==> config.mk <==
export PLATFORM = sky130hd
export DESIGN_NAME = dm_arbiter_flat
export DESIGN_NICKNAME = d
export VERILOG_FILES = /design/src/rtl/dm_arbiter_if.sv /design/src/rtl/dm_arbiter.sv /design/src/flat_wrapper.sv
export SDC_FILE = /design/constraint.sdc
export NUM_CORES = 1
export LEC_CHECK = 0
export CAP_MARGIN = 20
export CORE_MARGIN = 2
export CORE_UTILIZATION = 41
export CTS_CLUSTER_DIAMETER = 60
export DETAILED_ROUTE_END_ITERATION = 10
export PLACE_DENSITY = 0.77
export SLEW_MARGIN = 20
export SYNTH_ARGS = -nofsm -noshare
export SYNTH_HDL_FRONTEND = slang
export SYNTH_SLANG_ARGS = --single-unit
==> constraint.sdc <==
create_clock -name clk -period 6.3 [get_ports clk]
set_input_delay 0.63 -clock clk [delete_from_list [all_inputs] [get_ports clk]]
set_output_delay 0.63 -clock clk [all_outputs]
set_load 0.005 [all_outputs]
==> src/rtl/dm_arbiter_if.sv <==
// One requester port of the data-memory arbiter: request, store data and
// byte address toward the arbiter; load data and completion pulse back.
interface dm_arbiter_if;
  logic        req;
  logic        we;
  logic [1:0]  width;
  logic [31:0] addr;
  logic [31:0] wdata;
  logic [31:0] rdata;
  logic        ack;

  modport master (output req, we, width, addr, wdata, input rdata, ack);
  modport slave  (input req, we, width, addr, wdata, output rdata, ack);
endinterface

==> src/rtl/dm_arbiter.sv <==
// Round-robin arbiter in front of the single-port word-wide data memory.
// Port 0 is the CPU MEM stage, port 1 the loader/DMA. Sub-word stores are
// done as read-modify-write; loads come back zero-extended at bit 0.
//
// state  | meaning
// IDLE   | no transaction; pick a requester and latch its request
// ACCESS | memory addressed; load completes, word store writes,
//        | sub-word store reads the old word
// MERGE  | sub-word store writes the merged word
module dm_arbiter #(
  parameter int ADDR_W = 10
) (
  input  logic              clk,
  input  logic              reset,
  dm_arbiter_if.slave       m0,
  dm_arbiter_if.slave       m1,
  output logic [ADDR_W-1:0] mem_addr,
  output logic              mem_we,
  output logic [31:0]       mem_wdata,
  input  logic [31:0]       mem_rdata,
  output logic              busy
);

  typedef enum logic [1:0] {IDLE, ACCESS, MERGE} state_t;

  state_t              state;
  logic                last_grant;
  logic                gnt;
  logic                we_q;
  logic [1:0]          width_q;
  logic [1:0]          lane_q;
  logic [15:0]         wdata_q;
  logic                mem_we_q;
  logic [ADDR_W-1:0]   mem_addr_q;
  logic [31:0]         mem_wdata_q;
  logic                m0_ack_q, m1_ack_q;
  logic [31:0]         m0_rdata_q, m1_rdata_q;

  logic                pick;
  logic                sel_we;
  logic [1:0]          sel_width;
  logic [31:0]         sel_addr;
  logic [31:0]         sel_wdata;

  // Addresses wrap: bits above the word index never reach the memory.
  logic unused_addr_hi;
  assign unused_addr_hi = ^{m0.addr[31:ADDR_W+2], m1.addr[31:ADDR_W+2]};

  function automatic logic is_word(input logic [1:0] width);
    return (width == 2'b00) || (width == 2'b11);
  endfunction

  function automatic logic [31:0] extract(input logic [31:0] w,
                                          input logic [1:0]  width,
                                          input logic [1:0]  lane);
    case (width)
      2'b01:   return lane[1] ? {16'b0, w[31:16]} : {16'b0, w[15:0]};
      2'b10:   return {24'b0, w[{lane, 3'b000} +: 8]};
      default: return w;
    endcase
  endfunction

  function automatic logic [31:0] merge(input logic [31:0] old,
                                        input logic [15:0] d,
                                        input logic [1:0]  width,
                                        input logic [1:0]  lane);
    logic [31:0] r;
    r = old;
    if (width == 2'b01) begin
      if (lane[1]) r[31:16] = d;
      else         r[15:0]  = d;
    end else begin
      r[{lane, 3'b000} +: 8] = d[7:0];
    end
    return r;
  endfunction

  // Both requesting: the port that did not win last time goes next.
  assign pick      = (m0.req && m1.req) ? ~last_grant : m1.req;
  assign sel_we    = pick ? m1.we    : m0.we;
  assign sel_width = pick ? m1.width : m0.width;
  assign sel_addr  = pick ? m1.addr  : m0.addr;
  assign sel_wdata = pick ? m1.wdata : m0.wdata;

  // Arbitration / access sequencing with registered memory and port outputs.
  always_ff @(posedge clk) begin
    if (reset) begin
      state       <= IDLE;
      last_grant  <= 1'b1;
      gnt         <= 1'b0;
      we_q        <= 1'b0;
      width_q     <= 2'b00;
      lane_q      <= 2'b00;
      wdata_q     <= '0;
      mem_we_q    <= 1'b0;
      mem_addr_q  <= '0;
      mem_wdata_q <= '0;
      m0_ack_q    <= 1'b0;
      m1_ack_q    <= 1'b0;
      m0_rdata_q  <= '0;
      m1_rdata_q  <= '0;
    end else begin
      m0_ack_q <= 1'b0;
      m1_ack_q <= 1'b0;
      mem_we_q <= 1'b0;
      case (state)
        IDLE: begin
          if (m0.req || m1.req) begin
            gnt         <= pick;
            last_grant  <= pick;
            we_q        <= sel_we;
            width_q     <= sel_width;
            lane_q      <= sel_addr[1:0];
            wdata_q     <= sel_wdata[15:0];
            mem_addr_q  <= sel_addr[ADDR_W+1:2];
            mem_wdata_q <= sel_wdata;
            mem_we_q    <= sel_we && is_word(sel_width);
            state       <= ACCESS;
          end
        end
        ACCESS: begin
          if (!we_q) begin
            if (gnt) m1_rdata_q <= extract(mem_rdata, width_q, lane_q);
            else     m0_rdata_q <= extract(mem_rdata, width_q, lane_q);
            m0_ack_q <= ~gnt;
            m1_ack_q <= gnt;
            state    <= IDLE;
          end else if (is_word(width_q)) begin
            m0_ack_q <= ~gnt;
            m1_ack_q <= gnt;
            state    <= IDLE;
          end else begin
            mem_wdata_q <= merge(mem_rdata, wdata_q, width_q, lane_q);
            mem_we_q    <= 1'b1;
            state       <= MERGE;
          end
        end
        MERGE: begin
          m0_ack_q <= ~gnt;
          m1_ack_q <= gnt;
          state    <= IDLE;
        end
        default: state <= IDLE;
      endcase
    end
  end

  // Reset in the write cycle must keep the pending write out of memory.
  assign mem_we    = mem_we_q & ~reset;
  assign mem_addr  = mem_addr_q;
  assign mem_wdata = mem_wdata_q;
  assign busy      = (state != IDLE);
  assign m0.ack    = m0_ack_q;
  assign m1.ack    = m1_ack_q;
  assign m0.rdata  = m0_rdata_q;
  assign m1.rdata  = m1_rdata_q;

endmodule
==> src/flat_wrapper.sv <==
// flat-port wrapper written by rule: the top's interface ports become plain ports
module dm_arbiter_flat 
#(
  parameter int ADDR_W = 10
)
  (clk, reset, mem_addr, mem_we, mem_wdata, mem_rdata, busy, m0_req, m0_we, m0_width, m0_addr, m0_wdata, m0_rdata, m0_ack, m1_req, m1_we, m1_width, m1_addr, m1_wdata, m1_rdata, m1_ack);
  dm_arbiter_if m0_i ();
  dm_arbiter_if m1_i ();
  input  logic clk;
  input  logic reset;
  output logic [ADDR_W-1:0] mem_addr;
  output logic mem_we;
  output logic [31:0] mem_wdata;
  input  logic [31:0] mem_rdata;
  output logic busy;
  input wire logic [$bits(m0_i.req)-1:0] m0_req;
  input wire logic [$bits(m0_i.we)-1:0] m0_we;
  input wire logic [$bits(m0_i.width)-1:0] m0_width;
  input wire logic [$bits(m0_i.addr)-1:0] m0_addr;
  input wire logic [$bits(m0_i.wdata)-1:0] m0_wdata;
  output wire logic [$bits(m0_i.rdata)-1:0] m0_rdata;
  output wire logic [$bits(m0_i.ack)-1:0] m0_ack;
  input wire logic [$bits(m1_i.req)-1:0] m1_req;
  input wire logic [$bits(m1_i.we)-1:0] m1_we;
  input wire logic [$bits(m1_i.width)-1:0] m1_width;
  input wire logic [$bits(m1_i.addr)-1:0] m1_addr;
  input wire logic [$bits(m1_i.wdata)-1:0] m1_wdata;
  output wire logic [$bits(m1_i.rdata)-1:0] m1_rdata;
  output wire logic [$bits(m1_i.ack)-1:0] m1_ack;
  assign m0_i.req = m0_req;
  assign m0_i.we = m0_we;
  assign m0_i.width = m0_width;
  assign m0_i.addr = m0_addr;
  assign m0_i.wdata = m0_wdata;
  assign m0_rdata = m0_i.rdata;
  assign m0_ack = m0_i.ack;
  assign m1_i.req = m1_req;
  assign m1_i.we = m1_we;
  assign m1_i.width = m1_width;
  assign m1_i.addr = m1_addr;
  assign m1_i.wdata = m1_wdata;
  assign m1_rdata = m1_i.rdata;
  assign m1_ack = m1_i.ack;
  dm_arbiter #(.ADDR_W(ADDR_W)) u_core (.clk(clk), .reset(reset), .m0(m0_i), .m1(m1_i), .mem_addr(mem_addr), .mem_we(mem_we), .mem_wdata(mem_wdata), .mem_rdata(mem_rdata), .busy(busy));
endmodule
# Word level (Yosys, flattened, before mapping)
# Cells that the tools add are included.
# totals
ramBits,0
out_inout_bits,110
inputBits,170
latch_bits,0
rom_bits,0
mem_count,0
wordCells,75
register_bits,134
# classes
add_sub_neg,1
n_lt_le_gt_ge,0
multipliers,0
shift,3
reduce_logical,14
n_div,0
eq_ne,9
n_mux,29
n_bitwise,5
# op_table
op,n
$mux 32,5
$pmux 32 s2,2
$mux 16,3
$bwmux 32,1
$shift 8x7->32 const A,1
$shiftx 32x6->8,1
$shiftx 8x7->32,1
$mux 12,1
$mux 1,9
$eq 2x2->1 const B,4
$mux 2,4
$neg 5->7,1
$logic_not 2->1,3
$pmux 1 s2,3
$reduce_and 3->1,2
$eq 2x1->1 const B,2
$ne 2x1->1 const B,2
$not 1->1,4
$pmux 2 s2,1
$reduce_and 4->1,1
$reduce_bool 2->1,2
$logic_or 1x1->1,3
$logic_and 1x1->1,2
$ne 2x2->1 const B,1
2 further kinds,2

# Longest topological paths before layout
# Gate-level depths: netlist of run 1.
# depth
word_depth,8
depth_mapped,9
depth_no_buf,6

# Worst setup path after synthesis of run 1
# OpenSTA, ideal clock, no wires.
# synth_timing
path_kind,reg-to-reg
startpoint,reg u_core.lane_q[1]
endpoint,reg u_core.mem_wdata_q[10] (netlist: u_core.mem_wdata[10])
t_required_ns,6.240
setup_time_ns,0.060
synth_period_minus_slack_ns,2.140
arrival_time_ns,2.079
slack_ns,4.160
stages_incl_launch_ff,9
path_buffers,2
path_cell_list,dfxtp_1 buf_2 buf_2 inv_1 ha_1 nand2_1 nor3_1 a221o_1 a32o_1
# synth_via
elab_chain_cells,7
word_cells_on_any_way,9
classes_between,1 x add/sub; 2 x shift; 6 x mux
# synth_lines
element,line,rtl
from (decl),dm_arbiter.sv:31,logic [1:0] lane_q;
from (signal assigned),dm_arbiter.sv:113,lane_q <= sel_addr[1:0];
$neg 5->7,dm_arbiter.sv:73,"r[{lane, 3'b000} +: 8] = d[7:0];"
$shiftx 8x7->32 / $shift 8x7->32 (equally long branches),dm_arbiter.sv:73,
$bwmux 32,dm_arbiter.sv:73,
$mux 32 (*),dm_arbiter.sv:69,if (width == 2'b01) begin
$mux 32 (*),dm_arbiter.sv:128,end else if (is_word(width_q)) begin
$mux 32 (*),dm_arbiter.sv:122,if (!we_q) begin
$pmux 32 s2 (*),dm_arbiter.sv:106,case (state)
to (signal assigned),dm_arbiter.sv:116,mem_wdata_q <= sel_wdata;
to (signal assigned),dm_arbiter.sv:133,"mem_wdata_q <= merge(mem_rdata, wdata_q, width_q, lane_q);"
to (decl),dm_arbiter.sv:35,logic [31:0] mem_wdata_q;
# Mark *: on every way between the ends. The rest lies on a longest branch, timed or not. The select of a mux whose other input is x is not followed.
# A chain may end at the register's enable or synchronous reset.

# Final worst setup path of run 1
# layout_timing
startpoint,reg u_core.state[1]
endpoint,reg u_core.m0_rdata_q[7] (netlist: u_core.m0.rdata[7])
# layout_via
elab_chain_cells,2
# layout_lines
element,line,rtl
from (decl),dm_arbiter.sv:26,state_t state;
from (signal assigned),dm_arbiter.sv:88,state <= IDLE;
from (signal assigned),dm_arbiter.sv:118,state <= ACCESS;
from (signal assigned),dm_arbiter.sv:127,state <= IDLE;
$eq 2x1->1,dm_arbiter.sv:106,
$reduce_and 3->1 (no source line),--,
to (signal assigned),dm_arbiter.sv:124,"else m0_rdata_q <= extract(mem_rdata, width_q, lane_q);"
to (decl),dm_arbiter.sv:37,"logic [31:0] m0_rdata_q, m1_rdata_q;"
# No other way between the ends.

==> results of run 1 <==
sequential cells by signal, summed over array words and instances (netlist names), 2 cells and up:
signal and cells:
u_core.lane_q 2, u_core.m0.rdata 32, u_core.m1.rdata 32, u_core.mem_addr 10, u_core.mem_wdata 32, u_core.state 2, u_core.wdata_q 16, u_core.width_q 2
worst paths after layout:
path / startpoint / to / slack (ns) / cells past startpoint
min reg2reg: u_core.m1.rdata[17]$_SDFFE_PP0P_ / u_core.m1.rdata[17]$_SDFFE_PP0P_ / 0.45 / 2
max reg2reg: u_core.state[1]$_SDFFE_PP0P_ / u_core.m0.rdata[7]$_SDFFE_PP0P_ / 3.28 / 8
min: u_core.m1.rdata[17]$_SDFFE_PP0P_ / u_core.m1.rdata[17]$_SDFFE_PP0P_ / 0.45 / 2
max: u_core.state[1]$_SDFFE_PP0P_ / u_core.m0.rdata[7]$_SDFFE_PP0P_ / 3.28 / 8
cells in the final DEF, fill, tap and decap left out, types with 3 or more instances in the layout:
cell type	instances
clkinv_2	3
o31ai_1	8
clkdlybuf4s50_1	238
a21oi_1	87
buf_4	10
nand3b_1	12
nor2b_1	6
clkbuf_16	17
nand2b_1	10
a32o_1	17
o2bb2ai_1	9
ha_1	10
inv_1	15
mux2i_1	36
dfxtp_1	133
o21bai_1	8
nand2_1	117
bufinv_16	3
a31oi_1	16
a311oi_1	23
mux2_2	8
a211oi_1	14
clkinvlp_4	5
nand3_1	42
nor3b_1	3
a221o_1	15
nor3_1	19
nor2_1	45
a221oi_1	20
o21ai_0	43
through the flow:
step            util  total power [uW]
2_1_floorplan      -              1330
3_3_place_gp   0.562              1630
3_5_place_dp   0.563              1640
4_1_cts        0.600              2660
5_1_grt        0.600              2770
6_report       0.600              2660
cell type report:
cell class	instances	area [sq um]	share of cell area
Clock inverter	12	151	0.0153
Multi-Input combinational cell	599	3780	0.383
Clock buffer	19	453	0.0458
Inverter	16	60.1	0.00608
Tap cell	220	275	0.0279
Timing Repair Buffer	250	2480	0.251
Sequential cell	134	2680	0.272
power by group through the flow:
stage	clock, uW	sequential [uW]	combinational, uW
2_1_floorplan	0	988	340
3_3_place_gp	0	996	632
3_5_place_dp	0	998	640
4_1_cts	1030	981	644
5_1_grt	1070	990	704
6_report	1020	983	651
cell usage after synthesis (17+ instances only):
| library cell | number |
|---|---|
| a311oi_1 | 23 |
| o21ai_0 | 43 |
| nand2_1 | 117 |
| clkbuf_1 | 35 |
| nor3_1 | 20 |
| a21oi_1 | 87 |
| nand3_1 | 42 |
| a221oi_1 | 20 |
| nor2_1 | 46 |
| mux2i_1 | 36 |
| a32o_1 | 17 |
| dfxtp_1 | 134 |
| buf_2 | 22 |
cells by family after synthesis:
group,Yosys count
muxes,44
adders and majority gates,10
xor gates and xnor gates,2
and+or+nand+nor,269
DFF,134
AOI/OAI and AO/OA,274
buffers and inverters,89
worst min-delay path: cells and delay by family, from the launching register on:
family / cells / cell delay (ns)
AOI/OAI and AO/OA: 1 / 0.05
and+or+nand+nor: 1 / 0.05
DFF: 1 / 0.31
routing by layer:
layer / GRT usage / wire length [microns] / part of all wire / vias to the layer above
met5: 0 / 0 / 0 / -
met2: 0.442 / 11600 / 0.47 / 349
met3: 0.0708 / 2190 / 0.089 / 46
met1: 0.352 / 10100 / 0.41 / 3360
met4: 0.100 / 614 / 0.025 / 0
li1: - / - / - / 3433
==> impl_metrics.py, run 1 <==
metrics = {
    "status": {
        "status": "completed",
    },
    "sta": {
        "drv_slew": 0,
        "max_freq_mhz": 332,
        "period_share": 0.479,
        "max_slew_margin": 0.363,
        "worst_slew_pin_slew_ns": 0.954,
        "clock_skew_ns": 0.00913,
        "setup_viol": 0,
        "hold_viol_final": 0,
        "hold-worst-slack_ns": 0.453,
        "fin_ws_ns": 3.28,
        "setup_tns_ns": 0,
        "rsz0062_at_grt": "no",
        "min_period_ns": 3.02,
    },
    "critical_path": {
        "critPathTopFamily": "buffers and inverters",
        "max_stage_delay_ns": 0.59,
        "cp_cell_sequence": "inv_1 -> ha_1 -> buf_4 -> inv_1 -> nor3_2 -> buf_4 -> o21ai_0 -> a31oi_1",
        "cp_data_arrival_time_ns": 3.36,
        "crit_path_start_kind": "flip-flop",
        "cp.required_ns": 6.64,
        "crit_path_top_delay_cell": "nor3_2",
        "crit_path_end_kind": "flip-flop",
        "critical_path_class": "flip-flop to flip-flop",
        "path_buf_inv": 4,
        "cp_max_fo": 41,
    },
    "clock_network": {
        "ctsHoldBuffers": 0,
        "cts-buffers-inserted": 17,
        "cts_setup_buffers": 0,
        "clock-sinks": 134,
        "htree_num_levels": 4,
        "root_buffer": "clkbuf_16",
        "ctsResizeCount": 0,
        "cts_buffer_depth": 2,
        "clk-insertion-delay-late_ns": 0.42,
        "cts_tree": "done",
        "clkSlewWorstSetupHoldPaths_ns": 0.06,
    },
    "global_routing": {
        "grt_util_all_layers": 0.273,
        "grt_pass1_wl_microns": 37700,
        "grt_pass1_vias": 6789,
        "grt_overflow": 0,
        "grt_max_degree": 84,
        "antenna_found_initial": 0,
    },
    "place": {
        "dp.cells": 1219,
        "dpl.hpwl_microns": 17100,
        "gp_congestion": 0.871,
        "portBuffers": 239,
        "place_area_sq_mm": 0.00927,
        "pre_cts_slack_ns": 3.11,
    },
    "die": {
        "fp.dieH_microns": 133,
        "io_pins": 280,
        "die_area_sq_mm": 0.0177,
        "rows": 47,
        "core_sq_mm": 0.0165,
        "initial_core_util": 0.415,
        "die_x_microns": 133,
    },
    "finish": {
        "nNetsFinal": 1198,
        "diodes": 0,
        "final_cell_count_no_fill": 1250,
        "area_growth_pct": 44.6,
        "stdcell_area_sq_mm": 0.00988,
        "num-fill-cells": 1480,
        "drive_gt1_frac": 0.0631,
    },
    "yosys": {
        "synth_compound_area_frac": 0.277,
        "ys_async_sr_fraction": 0,
        "muxShareOfSynthArea": 0.0659,
        "synth_cell_types": 51,
        "synth_area_sq_mm": 0.00683,
        "synthFlopType": "dfxtp_1",
        "synth.area.top_cells": "dfxtp_1 (39%), nand2_1 (6.4%), a21oi_1 (6.4%)",
        "synth_top_family_by_area": "compound AO/OA/AOI/OAI gates",
        "synth_edf_count": 0,
        "yosys.area.top_type": "dfxtp_1",
        "ys_seq_elements": 134,
        "yosysWarningCount": 0,
        "yosys.area_share.simple": 0.185,
        "synth_adder_area_share": 0.0183,
        "netlist_instances": 822,
        "synth.top_cell.area_share": 0.393,
        "synthXorXnorAreaFrac": 0.00256,
        "postSynthNetCount": 1002,
        "syn_area_per_cell_sq_um": 8.31,
        "seq_area_frac_synth": 0.393,
    },
    "route": {
        "routed_wl_microns": 24400,
        "wl_per_cell_microns": 19.5,
        "drtIter0Drc": 703,
        "drc": 0,
        "vias_per_cell": 5.75,
        "first_pass_iters": 7,
        "ant_nets": 0,
        "num_vias": 7188,
    },
    "pwr": {
        "p_clk_frac": 0.385,
        "leakage_uw": 0.00353,
        "p_per_area_mw_per_mm2": 269,
        "p_seq_frac": 0.370,
        "peakVddDrop_mv": 0.209,
        "switching_share": 0.292,
        "p_comb_frac": 0.245,
        "internal_power_uw": 1880,
        "p_switching_uw": 774,
    },
    "min_path": {
        "hp-class": "flip-flop to flip-flop",
    },
    "flow_run": {
        "maxCapViolCount": 0,
    },
}
Note: power is estimated with default switching activity, not from simulation.
==> inputs of run 2 (changes only) <==
Clock period 6.3 ns to 2.88 ns, I/O delays scaled along.
==> run 2 against run 1 <==
Effect of this change: clock power up 130%; clock skew down 0.0015 ns; hold slack worse by 0.23 ns; flip-flop and latch count unchanged; maximum frequency up 24%; via count up 1.8%; global-route usage up 0.72 points; die area unchanged.
==> impl_metrics.py, run 2 (synthesized netlist as in run 1, its figures left out) <==
metrics = {
    "status": {
        "status": "completed",
    },
    "critical_path": {
        "max_stage_delay_ns": 0.59,
        "ff2ff_path_depth": 6,
        "crit_path_end_kind": "flip-flop",
        "crit_path_start_kind": "flip-flop",
        "cp.required_ns": 3.21,
        "cp_cell_sequence": "inv_1 -> ha_1 -> nand2b_1 -> a221oi_1 -> a21oi_1 -> a32o_1",
        "cp_data_arrival_time_ns": 2.75,
        "cp_max_fo": 24,
        "critical_path_class": "flip-flop to flip-flop",
        "crit_path_top_delay_cell": "nand2b_1",
    },
    "clock_network": {
        "ctsHoldBuffers": 0,
        "clkSlewWorstSetupHoldPaths_ns": 0.06,
        "cts_buffer_depth": 2,
        "cts-buffers-inserted": 17,
        "root_buffer": "clkbuf_16",
        "ctsResizeCount": 0,
        "clock-sinks": 134,
        "cts_tree": "done",
        "clk-insertion-delay-late_ns": 0.43,
        "cts_setup_buffers": 0,
        "htree_num_levels": 4,
    },
    "place": {
        "portBuffers": 239,
        "pre_cts_slack_ns": 0.421,
        "gp_congestion": 0.948,
        "place_area_sq_mm": 0.00936,
        "dpl.hpwl_microns": 17700,
    },
    "route": {
        "ant_nets": 0,
        "drc": 0,
        "routed_wl_microns": 24700,
        "vias_per_cell": 5.81,
        "drtIter0Drc": 674,
        "first_pass_iters": 5,
        "num_vias": 7315,
        "wl_per_cell_microns": 19.6,
    },
    "die": {
        "core_sq_mm": 0.0165,
        "io_pins": 280,
        "die_area_sq_mm": 0.0177,
        "rows": 47,
        "fp.dieH_microns": 133,
        "die_x_microns": 133,
        "initial_core_util": 0.415,
    },
    "finish": {
        "stdcell_area_sq_mm": 0.0100,
        "most-common-layout-cells": "clkdlybuf4s50_1 (238), dfxtp_1 (133), nand2_1 (117)",
        "diodes": 0,
        "final_util": 0.607,
        "area_growth_pct": 46.3,
        "drive_gt1_frac": 0.0702,
        "final_common_cell": "clkdlybuf4s50_1",
        "nNetsFinal": 1207,
    },
    "global_routing": {
        "grt_max_degree": 64,
        "grt_pass1_wl_microns": 38900,
        "grt_pass1_vias": 7225,
        "antenna_found_initial": 0,
        "grt_overflow": 0,
        "grt_util_all_layers": 0.280,
    },
    "pwr": {
        "leakage_uw": 0.00360,
        "p_per_area_mw_per_mm2": 591,
        "peakVddDrop_mv": 0.484,
    },
    "sta": {
        "min_period_ns": 2.42,
        "clock_skew_ns": 0.00760,
        "worst_slew_pin_slew_ns": 0.965,
        "max_freq_mhz": 412,
        "period_share": 0.842,
        "rsz0062_at_grt": "no",
        "max_slew_margin": 0.356,
        "setup_viol": 0,
        "drv_slew": 0,
        "hold_viol_final": 0,
        "fin_ws_ns": 0.456,
        "setup_tns_ns": 0,
    },
    "flow_run": {
        "maxCapViolCount": 0,
    },
    "min_path": {
        "hold_depth": 3,
        "hp-class": "input pin to flip-flop",
    },
}
-- run 2: changes by cell type in the layout (fill, tap and decap cells not counted), sizes merged --
| cell | change |
|---|---|
| inv | -1 |
| clkinvlp | -2 |
| bufinv | +1 |
| clkinv | +3 |
| buf | +9 |
-- run 2: worst paths after layout --
path                                                        from                           endpoint  slack, ns
worst min-delay path                                       reset         u_core.mem_we_q$_SDFF_PP0_       0.22
worst max-delay path                u_core.state[1]$_SDFFE_PP0P_  u_core.mem_wdata[24]$_SDFFE_PP0P_       0.46
worst max register to register      u_core.state[1]$_SDFFE_PP0P_  u_core.mem_wdata[24]$_SDFFE_PP0P_       0.46
worst min register to register  u_core.m0.rdata[24]$_SDFFE_PP0P_   u_core.m0.rdata[24]$_SDFFE_PP0P_       0.45
-- run 2: final cells by class --
| cell class | instances | area [sq um] |
|---|---|---|
| Timing Repair Buffer | 259 | 2580 |
| Inverter | 16 | 60.1 |
| Clock inverter | 13 | 180 |
| Tap cell | 220 | 275 |
| Clock buffer | 19 | 443 |
| Fill cell | 1425 | 6470 |
| Multi-Input combinational cell | 599 | 3770 |
| Sequential cell | 134 | 2680 |
-- run 2: critical path, delay by kind of cell, from the launching register on --
family,cells,cell delay (ns)
simple gates,1,0.59
buf+inv,1,0.09
fa+ha+maj,1,0.47
flops,1,0.33
compound gates,3,0.84
-- run 2: metal layers --
layer	wire length [microns]	global-route usage
met1	10000	0.345
met2	11600	0.459
met3	2160	0.0818
met4	857	0.119
met5	0	0
-- run 2: through the flow --
step                hold slack (ns)  power, uW  instances
finish                        0.223       5900       1260
floorplan                     0.440       2900        822
global route                  0.242       6130       1260
detailed placement            0.446       3610       1227
CTS                           0.222       5900       1259
global placement              0.441       3590       1227
-- run 2: where the power goes --
group | leakage, uW | internal [uW] | total [uW] | switching (uW)
Sequential | 0.00110 | 2020 | 2160 | 136
Clock | 0.000299 | 1460 | 2310 | 841
Combinational | 0.00221 | 714 | 1440 | 725
Total | 0.00360 | 4200 | 5900 | 1700
==> inputs of run 3 (changes only) <==
Clock period 2.88 ns to 2.5 ns, I/O delays scaled along.
==> run 3 against run 2 <==
Effect of this change: critical path depth unchanged; cell area increased by 0.56%; combinational power is 17% higher; sequential power grew 14%; critical endpoint is now u_core.mem_wdata[15]$_SDFFE_PP0P_; hold slack got worse by 0.15 ns; sequential share of layout area down 0.15 points; first-iteration DRC count decreased by 2.7%; flip-flop and latch count unchanged.
==> impl_metrics.py, run 3 (synthesized netlist as in run 1, its figures left out) <==
metrics = {
    "status": {
        "status": "completed",
    },
    "place": {
        "gp_congestion": 0.929,
        "place_area_sq_mm": 0.00944,
        "portBuffers": 239,
        "dpl.hpwl_microns": 17700,
    },
    "die": {
        "core_sq_mm": 0.0165,
        "io_pins": 280,
        "die_x_microns": 133,
        "fp.dieH_microns": 133,
        "die_area_sq_mm": 0.0177,
        "rows": 47,
        "initial_core_util": 0.415,
    },
    "finish": {
        "diodes": 0,
        "nNetsFinal": 1217,
        "drive_gt1_frac": 0.0782,
        "stdcell_area_sq_mm": 0.0101,
        "most-common-layout-cells": "clkdlybuf4s50_1 (238), dfxtp_1 (133), nand2_1 (117)",
        "regArea_sq_mm": 0.00268,
        "area_growth_pct": 47.1,
        "num-fill-cells": 1441,
        "final_common_cell": "clkdlybuf4s50_1",
        "multi_input_area_sq_mm": 0.00377,
    },
    "route": {
        "drtIter0Drc": 656,
        "drc": 0,
        "num_vias": 7422,
        "routed_wl_microns": 24600,
        "vias_per_cell": 5.85,
        "wl_per_cell_microns": 19.4,
        "first_pass_iters": 5,
        "ant_nets": 0,
    },
    "critical_path": {
        "cp_data_arrival_time_ns": 2.49,
        "crit_path_top_delay_cell": "nor3_1",
        "critical_path_class": "flip-flop to flip-flop",
        "cp_cell_sequence": "inv_1 -> ha_1 -> nand2_1 -> nor3_1 -> a221o_1 -> a32o_1",
        "reg2reg_slack_ns": 0.39,
        "timing.rr.end": "u_core.mem_wdata[15]$_SDFFE_PP0P_",
        "crit_path_start_kind": "flip-flop",
        "max_stage_delay_ns": 0.69,
        "crit_path_end_kind": "flip-flop",
        "critPathTopFamily": "simple AND/OR/NAND/NOR gates",
        "path_buf_inv": 1,
        "cp.required_ns": 2.87,
        "cp_max_fo": 8,
        "worstReg2RegStart": "u_core.lane_q[0]$_SDFFE_PP0P_",
        "ff2ff_path_depth": 6,
    },
    "sta": {
        "period_share": 0.846,
        "clock_skew_ns": 0.00719,
        "rsz0062_at_grt": "no",
        "max_slew_margin": 0.395,
        "hold_viol_final": 0,
        "setup_viol": 0,
        "drv_slew": 0,
        "max_freq_mhz": 473,
        "min_period_ns": 2.11,
        "setup_tns_ns": 0,
        "worst_slew_pin_slew_ns": 0.901,
    },
    "global_routing": {
        "grt_max_degree": 58,
        "grt_pass1_vias": 6999,
        "grt_pass1_wl_microns": 38300,
        "antenna_found_initial": 0,
        "grt_util_all_layers": 0.278,
        "grt_overflow": 0,
    },
    "min_path": {
        "hp-start": "reset",
        "hold_depth": 2,
        "hold_end": "u_core.mem_addr[8]$_SDFFE_PP0P_",
        "hp-class": "input pin to flip-flop",
    },
    "pwr": {
        "p_switching_uw": 1950,
        "peakVddDrop_mv": 0.527,
        "internal_power_uw": 4790,
        "p_comb_frac": 0.251,
        "leakage_uw": 0.00364,
        "p_seq_frac": 0.367,
        "p_clk_frac": 0.382,
        "switching_share": 0.290,
        "p_per_area_mw_per_mm2": 671,
    },
    "clock_network": {
        "clkSlewWorstSetupHoldPaths_ns": 0.06,
        "htree_num_levels": 4,
        "cts_buffer_depth": 2,
        "clock-sinks": 134,
        "ctsResizeCount": 0,
        "clk-insertion-delay-late_ns": 0.43,
        "cts_setup_buffers": 0,
        "cts_tree": "done",
        "root_buffer": "clkbuf_16",
        "ctsHoldBuffers": 0,
        "cts-buffers-inserted": 17,
    },
    "flow_run": {
        "maxCapViolCount": 0,
    },
}
==> run 3: cell count changes in the layout (fill, tap and decap cells not counted), sizes merged <==
cell      previous run  this run
buf                 21        31
clkinv               6         4
bufinv               4         3
clkbuf              19        20
clkinvlp             3         4
==> run 3: worst max path at each step <==
stage                                       start                           endpoint  depth (start not counted)
global route         u_core.state[1]$_SDFFE_PP0P_    u_core.m1.rdata[1]$_SDFFE_PP0P_                          7
finish              u_core.lane_q[0]$_SDFFE_PP0P_  u_core.mem_wdata[15]$_SDFFE_PP0P_                          6
detailed placement                         m1_req   u_core.mem_wdata[8]$_SDFFE_PP0P_                          7
CTS                  u_core.state[0]$_SDFFE_PP0P_                               busy                          4
floorplan           u_core.lane_q[1]$_SDFFE_PP0P_  u_core.mem_wdata[10]$_SDFFE_PP0P_                          8
global placement                           m1_req   u_core.mem_wdata[8]$_SDFFE_PP0P_                          7
==> run 3: power by group through the flow <==
stage | clock [uW] | combinational, uW | sequential (uW)
2_1_floorplan | 0 | 856 | 2490
3_3_place_gp | 0 | 1650 | 2510
3_5_place_dp | 0 | 1670 | 2510
4_1_cts | 2600 | 1680 | 2470
5_1_grt | 2700 | 1830 | 2490
6_report | 2570 | 1690 | 2470
==> run 3: final cells by class <==
cell class,instances,share of cell area
clock inverters,11,0.0151
flip-flops and latches,134,0.267
repair buffers,269,0.264
multi-input cells,599,0.376
well taps,220,0.0274
inverters,16,0.00597
clock buffers,20,0.0454
==> run 3: metal layers <==
metal / track usage / routed length (microns) / part of all wire / vias to the layer above
li1: - / - / - / 3477
met3: 0.0803 / 2560 / 0.10 / 56
met1: 0.350 / 9790 / 0.40 / 3468
met5: 0 / 0 / 0 / -
met4: 0.115 / 775 / 0.031 / 0
met2: 0.448 / 11500 / 0.47 / 421
==> run 3: worst reg2reg max path: cells and delay by family, from the launching register on <==
| family | cells | cell delay (ns) |
|---|---|---|
| DFF | 1 | 0.36 |
| and+or+nand+nor | 2 | 0.75 |
| adders and majority gates | 1 | 0.34 |
| buffers and inverters | 1 | 0.10 |
| AOI/OAI and AO/OA | 2 | 0.51 |
==> run 3: stage by stage <==
stage	total power [uW]	std cells	setup slack [ns]	utilization	hold WS, ns
finish	6740	1269	0.386	0.610	0.0700
global route	7020	1269	0.223	0.610	0.0850
CTS	6750	1269	0.412	0.610	0.0644
detailed placement	4180	1238	0.413	0.574	0.446
global placement	4160	1238	0.433	0.574	0.442
floorplan	3350	822	0.360	-	0.402
